**src/rtl/uart_pkg.sv**
```systemverilog
// Shared encodings for the UART transmit path: engine states, parity modes,
// character lengths, threshold selects and the parity helpers.
package uart_pkg;

    typedef logic [2:0] tx_state_e;

    localparam tx_state_e ST_IDLE   = 3'd0;
    localparam tx_state_e ST_START  = 3'd1;
    localparam tx_state_e ST_DATA   = 3'd2;
    localparam tx_state_e ST_PARITY = 3'd3;
    localparam tx_state_e ST_STOP   = 3'd4;
    localparam tx_state_e ST_BREAK  = 3'd5;

    localparam logic [2:0] PAR_NONE  = 3'b000;
    localparam logic [2:0] PAR_ODD   = 3'b001;
    localparam logic [2:0] PAR_EVEN  = 3'b010;
    localparam logic [2:0] PAR_MARK  = 3'b011;
    localparam logic [2:0] PAR_SPACE = 3'b100;

    localparam logic [1:0] LEN_5 = 2'b00;
    localparam logic [1:0] LEN_6 = 2'b01;
    localparam logic [1:0] LEN_7 = 2'b10;
    localparam logic [1:0] LEN_8 = 2'b11;

    localparam logic [1:0] THR_DM1  = 2'b00;
    localparam logic [1:0] THR_3Q   = 2'b01;
    localparam logic [1:0] THR_HALF = 2'b10;
    localparam logic [1:0] THR_1Q   = 2'b11;

    function automatic logic par_enabled(input logic [2:0] mode);
        logic en;
        case (mode)
            PAR_ODD, PAR_EVEN, PAR_MARK, PAR_SPACE: en = 1'b1;
            PAR_NONE: en = 1'b0;
            default:  en = 1'b0;
        endcase
        return en;
    endfunction

    // Parity covers only the valid low bits of the character.
    function automatic logic par_bit(input logic [7:0] data, input logic [1:0] len,
                                     input logic [2:0] mode);
        logic [7:0] mask;
        logic       p;
        case (len)
            LEN_5:   mask = 8'h1F;
            LEN_6:   mask = 8'h3F;
            LEN_7:   mask = 8'h7F;
            LEN_8:   mask = 8'hFF;
            default: mask = 8'hFF;
        endcase
        case (mode)
            PAR_ODD:   p = ~^(data & mask);
            PAR_EVEN:  p = ^(data & mask);
            PAR_MARK:  p = 1'b1;
            PAR_SPACE: p = 1'b0;
            default:   p = 1'b1;
        endcase
        return p;
    endfunction

endpackage

```
**src/rtl/uart_sync_fifo.sv**
```systemverilog
// Single-clock FIFO with wrap-bit pointers; drops writes when full and flags
// the attempt with a one-cycle overflow pulse.
module uart_sync_fifo #(
    parameter int DEPTH = 16,
    parameter int WIDTH = 8
) (
    input  logic                       clk_i,
    input  logic                       reset_i,
    input  logic                       push_i,
    input  logic                       pop_i,
    input  logic [WIDTH-1:0]           data_i,
    output logic [WIDTH-1:0]           data_o,
    output logic                       full_o,
    output logic                       empty_o,
    output logic [$clog2(DEPTH):0]     level_o,
    output logic                       ovf_o
);

    localparam int AW = $clog2(DEPTH);

    logic [AW:0]      wptr_q;
    logic [AW:0]      rptr_q;
    logic             ovf_q;
    logic [WIDTH-1:0] mem_q [DEPTH];
    logic             do_push_s;
    logic             do_pop_s;

    assign full_o    = (wptr_q[AW] != rptr_q[AW]) && (wptr_q[AW-1:0] == rptr_q[AW-1:0]);
    assign empty_o   = (wptr_q == rptr_q);
    assign level_o   = wptr_q - rptr_q;
    assign data_o    = mem_q[rptr_q[AW-1:0]];
    assign ovf_o     = ovf_q;
    assign do_push_s = push_i && !full_o;
    assign do_pop_s  = pop_i && !empty_o;

    // Pointer and overflow-flag update
    always_ff @(posedge clk_i) begin
        if (reset_i) begin
            wptr_q <= '0;
            rptr_q <= '0;
            ovf_q  <= 1'b0;
        end else begin
            if (do_push_s) begin
                wptr_q <= wptr_q + (AW+1)'(1);
            end
            if (do_pop_s) begin
                rptr_q <= rptr_q + (AW+1)'(1);
            end
            ovf_q <= push_i && full_o;
        end
    end

    // Storage write port
    always_ff @(posedge clk_i) begin
        if (do_push_s) begin
            mem_q[wptr_q[AW-1:0]] <= data_i;
        end
    end

endmodule

```
**src/rtl/uart_tx_core.sv**
```systemverilog
// UART transmitter: write FIFO feeding a framing engine that serialises
// start, 5-8 data bits, optional parity and 1-2 stop bits, plus line break.
module uart_tx_core
    import uart_pkg::*;
#(
    parameter int FIFO_DEPTH = 16,
    parameter int DATA_W     = 8,
    parameter int OVERSAMPLE = 16,
    parameter int CNT_W      = $clog2(FIFO_DEPTH) + 1
) (
    input  logic              clk,
    input  logic              reset,
    input  logic              bclk,
    input  logic              tx_en,
    input  logic              write_en,
    input  logic [DATA_W-1:0] data_in,
    input  logic [1:0]        char_len,
    input  logic [2:0]        parity_mode,
    input  logic              stop2,
    input  logic              send_break,
    input  logic [1:0]        tx_thr_val,
    output logic              txd,
    output logic              tx_bclk_en,
    output logic              tx_busy,
    output logic              tx_thr,
    output logic              tx_empty,
    output logic              tx_full,
    output logic              tx_ovf,
    output logic [CNT_W-1:0]  fifo_level
);

    localparam int OSW = $clog2(OVERSAMPLE);

    tx_state_e         state_q, state_d;
    logic [OSW-1:0]    cnt_q, cnt_d;
    logic [DATA_W-1:0] shift_q, shift_d;
    logic [2:0]        bit_q, bit_d;
    logic [1:0]        len_q, len_d;
    logic [2:0]        pmode_q, pmode_d;
    logic              stop2_q, stop2_d;
    logic              stop_q, stop_d;
    logic              brk_rel_q, brk_rel_d;
    logic              pbit_q, pbit_d;
    logic              txd_q, txd_d;
    logic              load_s;
    logic              tick_end_s;
    logic              fifo_push_s;
    logic [DATA_W-1:0] fifo_data_s;
    logic [CNT_W-1:0]  thr_lim_s;

    // A full FIFO still sees the request so a dropped write raises overflow.
    assign fifo_push_s = write_en && (tx_en || tx_full);

    uart_sync_fifo #(.DEPTH(FIFO_DEPTH), .WIDTH(DATA_W)) u_fifo (
        .clk_i   (clk),
        .reset_i (reset),
        .push_i  (fifo_push_s),
        .pop_i   (load_s),
        .data_i  (data_in),
        .data_o  (fifo_data_s),
        .full_o  (tx_full),
        .empty_o (tx_empty),
        .level_o (fifo_level),
        .ovf_o   (tx_ovf)
    );

    assign tick_end_s = bclk && (cnt_q == OSW'(OVERSAMPLE - 1));
    assign tx_busy    = (state_q != ST_IDLE);
    assign tx_bclk_en = tx_busy;
    assign txd        = txd_q;
    assign tx_thr     = (fifo_level <= thr_lim_s);

    // Threshold limit selection
    always_comb begin
        case (tx_thr_val)
            THR_DM1:  thr_lim_s = CNT_W'(FIFO_DEPTH - 1);
            THR_3Q:   thr_lim_s = CNT_W'(3 * FIFO_DEPTH / 4);
            THR_HALF: thr_lim_s = CNT_W'(FIFO_DEPTH / 2);
            THR_1Q:   thr_lim_s = CNT_W'(FIFO_DEPTH / 4);
            default:  thr_lim_s = CNT_W'(FIFO_DEPTH - 1);
        endcase
    end

    // Frame sequencer: next state, tick/bit counters and per-frame latches
    always_comb begin
        state_d   = state_q;
        shift_d   = shift_q;
        bit_d     = bit_q;
        len_d     = len_q;
        pmode_d   = pmode_q;
        stop2_d   = stop2_q;
        stop_d    = stop_q;
        brk_rel_d = brk_rel_q;
        pbit_d    = pbit_q;
        load_s    = 1'b0;
        if (state_q != ST_IDLE && bclk) begin
            cnt_d = tick_end_s ? '0 : cnt_q + OSW'(1);
        end else begin
            cnt_d = cnt_q;
        end
        case (state_q)
            ST_IDLE: begin
                cnt_d = '0;
                if (send_break) begin
                    state_d   = ST_BREAK;
                    brk_rel_d = 1'b0;
                end else if (tx_en && !tx_empty) begin
                    load_s = 1'b1;
                end else begin
                    state_d = ST_IDLE;
                end
            end
            ST_START: begin
                if (tick_end_s) begin
                    state_d = ST_DATA;
                    bit_d   = 3'd0;
                end else begin
                    state_d = ST_START;
                end
            end
            ST_DATA: begin
                if (tick_end_s) begin
                    shift_d = {1'b0, shift_q[DATA_W-1:1]};
                    if (bit_q == ({1'b0, len_q} + 3'd4)) begin
                        stop_d  = 1'b0;
                        state_d = par_enabled(pmode_q) ? ST_PARITY : ST_STOP;
                    end else begin
                        bit_d = bit_q + 3'd1;
                    end
                end else begin
                    state_d = ST_DATA;
                end
            end
            ST_PARITY: begin
                if (tick_end_s) begin
                    stop_d  = 1'b0;
                    state_d = ST_STOP;
                end else begin
                    state_d = ST_PARITY;
                end
            end
            ST_STOP: begin
                if (tick_end_s) begin
                    if (stop2_q && !stop_q) begin
                        stop_d = 1'b1;
                    end else if (send_break) begin
                        state_d   = ST_BREAK;
                        brk_rel_d = 1'b0;
                    end else if (tx_en && !tx_empty) begin
                        load_s = 1'b1;
                    end else begin
                        state_d = ST_IDLE;
                    end
                end else begin
                    state_d = ST_STOP;
                end
            end
            ST_BREAK: begin
                // Hold low with the counter parked, then one marking bit time.
                if (!brk_rel_q) begin
                    cnt_d     = '0;
                    brk_rel_d = !send_break;
                end else if (tick_end_s) begin
                    state_d = ST_IDLE;
                end else begin
                    state_d = ST_BREAK;
                end
            end
            default: begin
                state_d = ST_IDLE;
            end
        endcase
        if (load_s) begin
            shift_d = fifo_data_s;
            len_d   = char_len;
            pmode_d = parity_mode;
            stop2_d = stop2;
            pbit_d  = par_bit(fifo_data_s, char_len, parity_mode);
            cnt_d   = '0;
            state_d = ST_START;
        end else begin
            pbit_d = pbit_q;
        end
    end

    // Line level for the current state, registered one cycle later
    always_comb begin
        case (state_q)
            ST_IDLE:   txd_d = 1'b1;
            ST_START:  txd_d = 1'b0;
            ST_DATA:   txd_d = shift_q[0];
            ST_PARITY: txd_d = pbit_q;
            ST_STOP:   txd_d = 1'b1;
            ST_BREAK:  txd_d = brk_rel_q;
            default:   txd_d = 1'b1;
        endcase
    end

    // Engine state registers
    always_ff @(posedge clk) begin
        if (reset) begin
            state_q   <= ST_IDLE;
            cnt_q     <= '0;
            shift_q   <= '0;
            bit_q     <= 3'd0;
            len_q     <= 2'd0;
            pmode_q   <= PAR_NONE;
            stop2_q   <= 1'b0;
            stop_q    <= 1'b0;
            brk_rel_q <= 1'b0;
            pbit_q    <= 1'b0;
            txd_q     <= 1'b1;
        end else begin
            state_q   <= state_d;
            cnt_q     <= cnt_d;
            shift_q   <= shift_d;
            bit_q     <= bit_d;
            len_q     <= len_d;
            pmode_q   <= pmode_d;
            stop2_q   <= stop2_d;
            stop_q    <= stop_d;
            brk_rel_q <= brk_rel_d;
            pbit_q    <= pbit_d;
            txd_q     <= txd_d;
        end
    end

endmodule
```
**config.mk**
```make
export PLATFORM = sky130hd
export DESIGN_NAME = uart_tx_core
export DESIGN_NICKNAME = d
export VERILOG_FILES = /design/src/rtl/uart_pkg.sv /design/src/rtl/uart_sync_fifo.sv /design/src/rtl/uart_tx_core.sv
export SDC_FILE = /design/constraint.sdc
export NUM_CORES = 1
export LEC_CHECK = 0
export BUFFER_PORTS_ARGS = -buffer_cell sky130_fd_sc_hd__buf_2
export CAP_MARGIN = 20
export CELL_PAD_IN_SITES_DETAIL_PLACEMENT = 0
export CELL_PAD_IN_SITES_GLOBAL_PLACEMENT = 1
export CORE_ASPECT_RATIO = 0.6
export CORE_MARGIN = 1.5
export CORE_UTILIZATION = 30
export DETAILED_ROUTE_END_ITERATION = 8
export PLACE_DENSITY = 0.55
export SKIP_CTS_REPAIR_TIMING = 1
export SYNTH_ARGS = -nofsm -noshare
export SYNTH_HDL_FRONTEND = slang
export SYNTH_HIERARCHICAL = 1
export SYNTH_SLANG_ARGS = --single-unit
```
**constraint.sdc**
```tcl
create_clock -name clk -period 3.9 [get_ports clk]
set_clock_uncertainty 0.1 [all_clocks]
set_input_delay 0.78 -clock clk [delete_from_list [all_inputs] [get_ports clk]]
set_output_delay 0.78 -clock clk [all_outputs]
set_load 0.005 [all_outputs]
```
## Word level (Yosys, flattened, before mapping)

Memory sizes are Yosys's and may differ from the RTL's. A register that Yosys moved wholly into a read port is not among the register bits.
Index checks and enable logic that the tools add are counted.
W data, S select, Z words.

- Register bits after elaboration: 39
- Memories kept: 1
- Input port bits: 22
- Bits in writable memories: 128

- Equal/unequal tests: 37
- Reduce and logical (&&, ||, !) cells: 33
- Muxes and demuxes: 53
- $lt $le $gt $ge: 1
- $add $sub $neg: 6
- Bitwise logic cells: 1

Memory list:

| name | depth | bits a word | read ports | clocked after Yosys merged registers in | write ports | RTL line | source |
|---|---|---|---|---|---|---|---|
| u_fifo.mem_q | 16 | 8 | 1 | 1 | 1 | uart_sync_fifo.sv:24 | `logic [WIDTH-1:0] mem_q [DEPTH];` |

Operators with widths:

| operator | number |
|---|---|
| $mux W3 | 13 |
| $mux W8 | 4 |
| $pmux W8 S4 | 1 |
| $mux W1 | 20 |
| $mux W4 | 5 |
| $pmux W5 S4 | 1 |
| $ne A2 B2 Y1 const B | 9 |
| $pmux W3 S6 | 1 |
| $eq A3 B2 Y1 const B | 5 |
| $eq A3 B3 Y1 const B | 4 |
| $add A5 B1 Y5 const B | 2 |
| $eq A3 B1 Y1 const B | 3 |
| $logic_and A1 B1 Y1 | 9 |
| $pmux W1 S3 | 3 |
| $reduce_and A3 Y1 | 3 |
| $reduce_bool A3 Y1 | 3 |
| $and A8 B8 Y8 | 1 |
| $eq A2 B2 Y1 const B | 4 |
| $ne A4 B3 Y1 const B | 2 |
| $pmux W4 S2 | 1 |
| $reduce_xnor A8 Y1 | 1 |
| $reduce_xor A8 Y1 | 1 |
| $ne A3 B3 Y1 const B | 2 |
| $pmux W3 S2 | 1 |
| other kinds (25) | 32 |

## Depth between registers and ports, before layout

- Depth after elaboration: 12
- Mapped depth: 13

## Cells and area by module

Netlist, hierarchy kept.

Modules (own cells, without submodules):

| module | sequential area each (um^2) | area each (um^2) | cells each | instances |
|---|---|---|---|---|
| uart_sync_fifo | 4,144.0 | 5,686.7 | 306 | 1 |
| uart_tx_core | 560.5 | 1,630.3 | 205 | 1 |

## Least setup slack after synthesis

OpenSTA, ideal clock, no wires.

- Kind: register -> output
- From: register u_fifo.wptr_q[0]
- To: output tx_thr
- Path slack: 0.956 ns
- Data arrival time: 2.064 ns
- Cell stages (with the launch flop): 11
- Required time: 3.020 ns
- Cells stage by stage: dfxtp_1 > inv_1 > ha_1 > inv_1 > fa_1 > ha_1 > nor2b_1 > o21a_1 > o21ai_0 > nand2b_1 > a21oi_1

- Cells in the longest elaborated chain, start to end: 2

Ends and longest elaborated chain:

| what | RTL line | source |
|---|---|---|
| start: declaration | uart_sync_fifo.sv:21 | `logic [AW:0] wptr_q;` |
| start signal: assignment | uart_sync_fifo.sv:44 | `wptr_q <= wptr_q + (AW+1)'(1);` |
| $sub A5 B5 Y5 | uart_sync_fifo.sv:30 | `assign level_o = wptr_q - rptr_q;` |
| named net fifo_level[1] | uart_tx_core.sv:29 | `output logic [CNT_W-1:0] fifo_level` |
| $le A5 B5 Y1 | uart_tx_core.sv:71 | `assign tx_thr = (fifo_level <= thr_lim_s);` |
| end: declaration | uart_tx_core.sv:25 | `output logic tx_thr,` |

The timed path passes the listed nets, and every way through them passes these cells.

## Worst setup path after layout

- From: register u_fifo.wptr_q[0]
- To: output tx_thr

- Cells in the longest elaborated chain, start to end: 2

Ends and longest elaborated chain:

| what | RTL line |
|---|---|
| $sub A5 B5 Y5 | uart_sync_fifo.sv:30 |
| $le A5 B5 Y1 | uart_tx_core.sv:71 |

Every way passes these cells.

==> metrics.md <==
| Metric | Value |
|---|---|
| Syn Area/Cell | `around 14 µm²` |
| # setup viols final | `0` |
| Via count | `4363` |
| Worst vdd ir | `between 0.2 and 0.3 mV` |
| Post-synth cell types | `52` |
| Worst Max-Slew Pin Slew | `814 ps` |
| Cell area after synthesis | `7320 µm²` |
| RSZ-0062 raised after global routing | `false` |
| Final worst-path cycle share | `~94%` |
| PwrDens | `454 nW/µm²` |
| Crit. End Element | `primary output` |
| Filler cells | `2300` |
| DP Cell Count | `around 860` |
| Drt pass-1 iters | `5` |
| Asr flop ratio synth | `0%` |
| Cells after Synth | `slightly above 500` |
| P_int | `0.00300 W` |
| Mapped Nets | `549` |
| Area contributors post-synth | `edfxtp_1 (53%), dfxtp_1 (12%), mux4_2 (9.8%), ha_1 (2.6%), a22oi_1 (2.2%)` |
| Storage element area | `about 4700 µm²` |
| Reg2reg end | `u_fifo/mem_q[10][4]$_DFFE_PP_` |
| Residual DRC | `0` |
| Flop-to-flop setup slack | `870 ps` |
| Mux cell area share after synthesis | `between 10 and 15%` |
| I/O pin count | `34` |
| Synth Area in Simple Gates | `9.30%` |
| Critical path arrival | `roughly 2800 ps` |
| Total GRT Usage | `14.4%` |
| Layout cells sized above 1 | `22.0%` |
| Num rows | `between 40 and 50` |
| Sw Ratio | `between 20% and 30%` |
| FF-to-FF path depth | `8` |
| Number of global-route vias before repair | `4260` |
| YS warnings | `6` |
| Die Area | `25400 µm²` |
| Fin crit period | `3680 ps` |
| Largest net degree at the start of global routing | `42` |
| P_leak | `2.88 nW` |
| Max cap viols | `0` |
| Hold endpoint | `shift_q[5]$_SDFFE_PP0P_` |
| Post-Synth XOR/XNOR Area | `3.04%` |
| Die height | `about 120 µm` |
| #FFs+latches synth | `171` |
| Hold Path Depth | `2` |
| Reg power frac | `~51%` |
| Initial Utilization | `30.4%` |
| First-pass GRT wire length | `~26000 µm` |
| Net Sw Power | `0.000868 W` |
| Worst hold slack | `369 ps` |
| CTS sink cnt | `171` |
| Min-Delay Startpoint | `shift_q[5]$_SDFFE_PP0P_` |
| Hold Path Class | `reg -> reg` |
| Layout Nets | `598` |
| Synth Area in Adders | `under 10%` |
| Crit path launch type | `flop` |
| Gpl congestion | `around 0.77` |
| Final hold violations | `0` |
| Critical Path RT | `3020 ps` |
| Drt via density | `4.87` |
| Multi-input gate area | `2450 µm²` |
| CTS tree | `yes` |
| Overflow after GRT | `0` |
| Primary FF master, synth | `edfxtp_1` |
| Origin of the critical flop-to-flop path | `u_fifo/wptr_q[2]$_SDFFE_PP0P_` |
| Worst Path Max Fanout | `4` |
| Slew margin rel. | `45.7%` |
| Main combinational cell family by area after synthesis | `multiplexers` |
| Detailed placement HPWL | `11700 µm` |
| Combinational Power Share | `between 4 and 5%` |
| Cell taking the most area after synthesis | `edfxtp_1` |
| Initial antenna violation count | `0` |
| Compound-Gate Fraction of Synth Area | `7.87%` |
| Post-synth EDFFs | `128` |
| Leading cell type in the layout, fill and taps excluded | `edfxtp_1` |
| Final ANT Viol Nets | `0` |
| Worst-path clk slew | `70 ps` |
| Cts bufs inserted | `17` |
| Clock latency at the later pin of the worst-skew pair | `430 ps` |
| Pins Over Slew Limit | `0` |
| FMAX | `272 MHz` |
| Most frequent cells in the layout | `edfxtp_1 (128), nand2_1 (42), dfxtp_1 (42), nor2_1 (39), buf_2 (33)` |
| Maximum clock insertion buffer count | `2` |
| Finished Layout Cells | `between 800 and 900` |
| DRT iter0 DRCs | `366` |
| H-tree depth | `4` |
| CTS Root Cell | `clkbuf_16` |
| Result of the run | `finished, final reports clean` |
| Final WL | `17000 µm` |
| Synth top area share | `about 53%` |
| Input/output buffers | `33` |
| Crit Path Category | `reg -> out` |
| Die Wd | `205 µm` |
| Clock power frac | `43.9%` |
| Layout area overhead | `16.6%` |
| Sequential area share after synthesis | `64.3%` |
| Post-route setup TNS | `0 ps` |
| Core area | `24100 µm²` |
| # diodes | `0` |
| Routed wire per std cell | `19.0 µm` |
Yosys cell counts (all sizes together), types with 2 or more instances:
library cell / number
or3: 2
buf: 13
nor2b: 8
nor3b: 2
ha: 15
a21o: 4
nor4: 3
xor2: 10
a31oi: 6
xnor2: 12
nand4: 4
a211oi: 2
nand3: 15
a311oi: 4
clkbuf: 10
mux4: 32
o21a: 4
nand2b: 5
mux2i: 4
edfxtp: 128
a21oi: 23
and2: 2
nor2: 40
o211ai: 2
o21ai: 13
nor3: 10
inv: 13
nand3b: 2
a22oi: 21
and3: 4
nand2: 42
dfxtp: 43
layer usage:
metal  GRT usage (%)  wire length, µm
met1            22.5             9180
met2            19.2             7060
met3            3.87              677
met4            3.54              114
met5               0                0
state kept, by name (all words and copies together) (netlist names), named ones only:
name / count
cnt_q: 4
u_fifo/ovf_o: 1
pbit_q: 1
brk_rel_q: 1
u_fifo/wptr_q: 5
len_q: 2
u_fifo/rptr_q: 5
txd: 1
bit_q: 3
state_q: 3
shift_q: 8
stop_q: 1
stop2_q: 1
pmode_q: 3
u_fifo/mem_q: 128
logic make-up after synthesis:
kind of cell | Yosys count
AO/OA/AOI/OAI | 85
XOR/XNOR | 23
adder cells (fa/ha/maj) | 16
buffers and inverters | 37
flip-flops | 171
multiplexers | 36
AND/OR/NAND/NOR | 143
worst max path at each step:
stage | startpoint | slack (ps) | to
floorplan | u_fifo/wptr_q[0]$_SDFFE_PP0P_ | 960 | tx_thr
global placement | u_fifo/wptr_q[0]$_SDFFE_PP0P_ | 770 | tx_thr
detailed placement | u_fifo/wptr_q[0]$_SDFFE_PP0P_ | 730 | tx_thr
CTS | u_fifo/wptr_q[0]$_SDFFE_PP0P_ | 240 | tx_thr
global route | u_fifo/wptr_q[0]$_SDFFE_PP0P_ | 20 | tx_thr
finish | u_fifo/wptr_q[0]$_SDFFE_PP0P_ | 220 | tx_thr
power groups by stage:
stage | Clock, W | Combinational [W] | Sequential (W)
global route | 0.00183 | 0.000208 | 0.00199
CTS | 0.00175 | 0.000187 | 0.00199
global placement | 0 | 0.000183 | 0.00203
detailed placement | 0 | 0.000187 | 0.00203
floorplan | 0 | 0.000118 | 0.00202
finish | 0.00170 | 0.000186 | 0.00199
per-stage QoR:
step | cell area [µm²] | setup slack, ps | power (W) | util, %
5_1_grt | 8530 | 15.1 | 0.00403 | 35.5
3_3_place_gp | 7950 | 771 | 0.00221 | 33.0
2_1_floorplan | 7320 | 956 | 0.00214 | -
3_5_place_dp | 7950 | 729 | 0.00221 | 33.0
4_1_cts | 8530 | 241 | 0.00392 | 35.5
6_report | 8530 | 221 | 0.00387 | 35.5
worst max-delay path, stage by stage, from the launching register on:
cell      delay (ps)
dfxtp_1          380
inv_1            120
ha_1             210
inv_1             80
fa_1             450
ha_1             330
nor2b_1          150
o21a_1           180
o21ai_0          160
nand2b_1          70
a21oi_1          120
buf_2            130
final cells by class:
type / instances / area share (%)
clock buffer: 18 / 5.03
clock inverter: 14 / 1.83
inverter: 14 / 0.616
multi-input combinational: 303 / 28.7
sequential: 171 / 55.1
tap: 322 / 4.72
timing repair buffer: 53 / 3.99
Note: power is estimated with default switching activity, not from simulation.
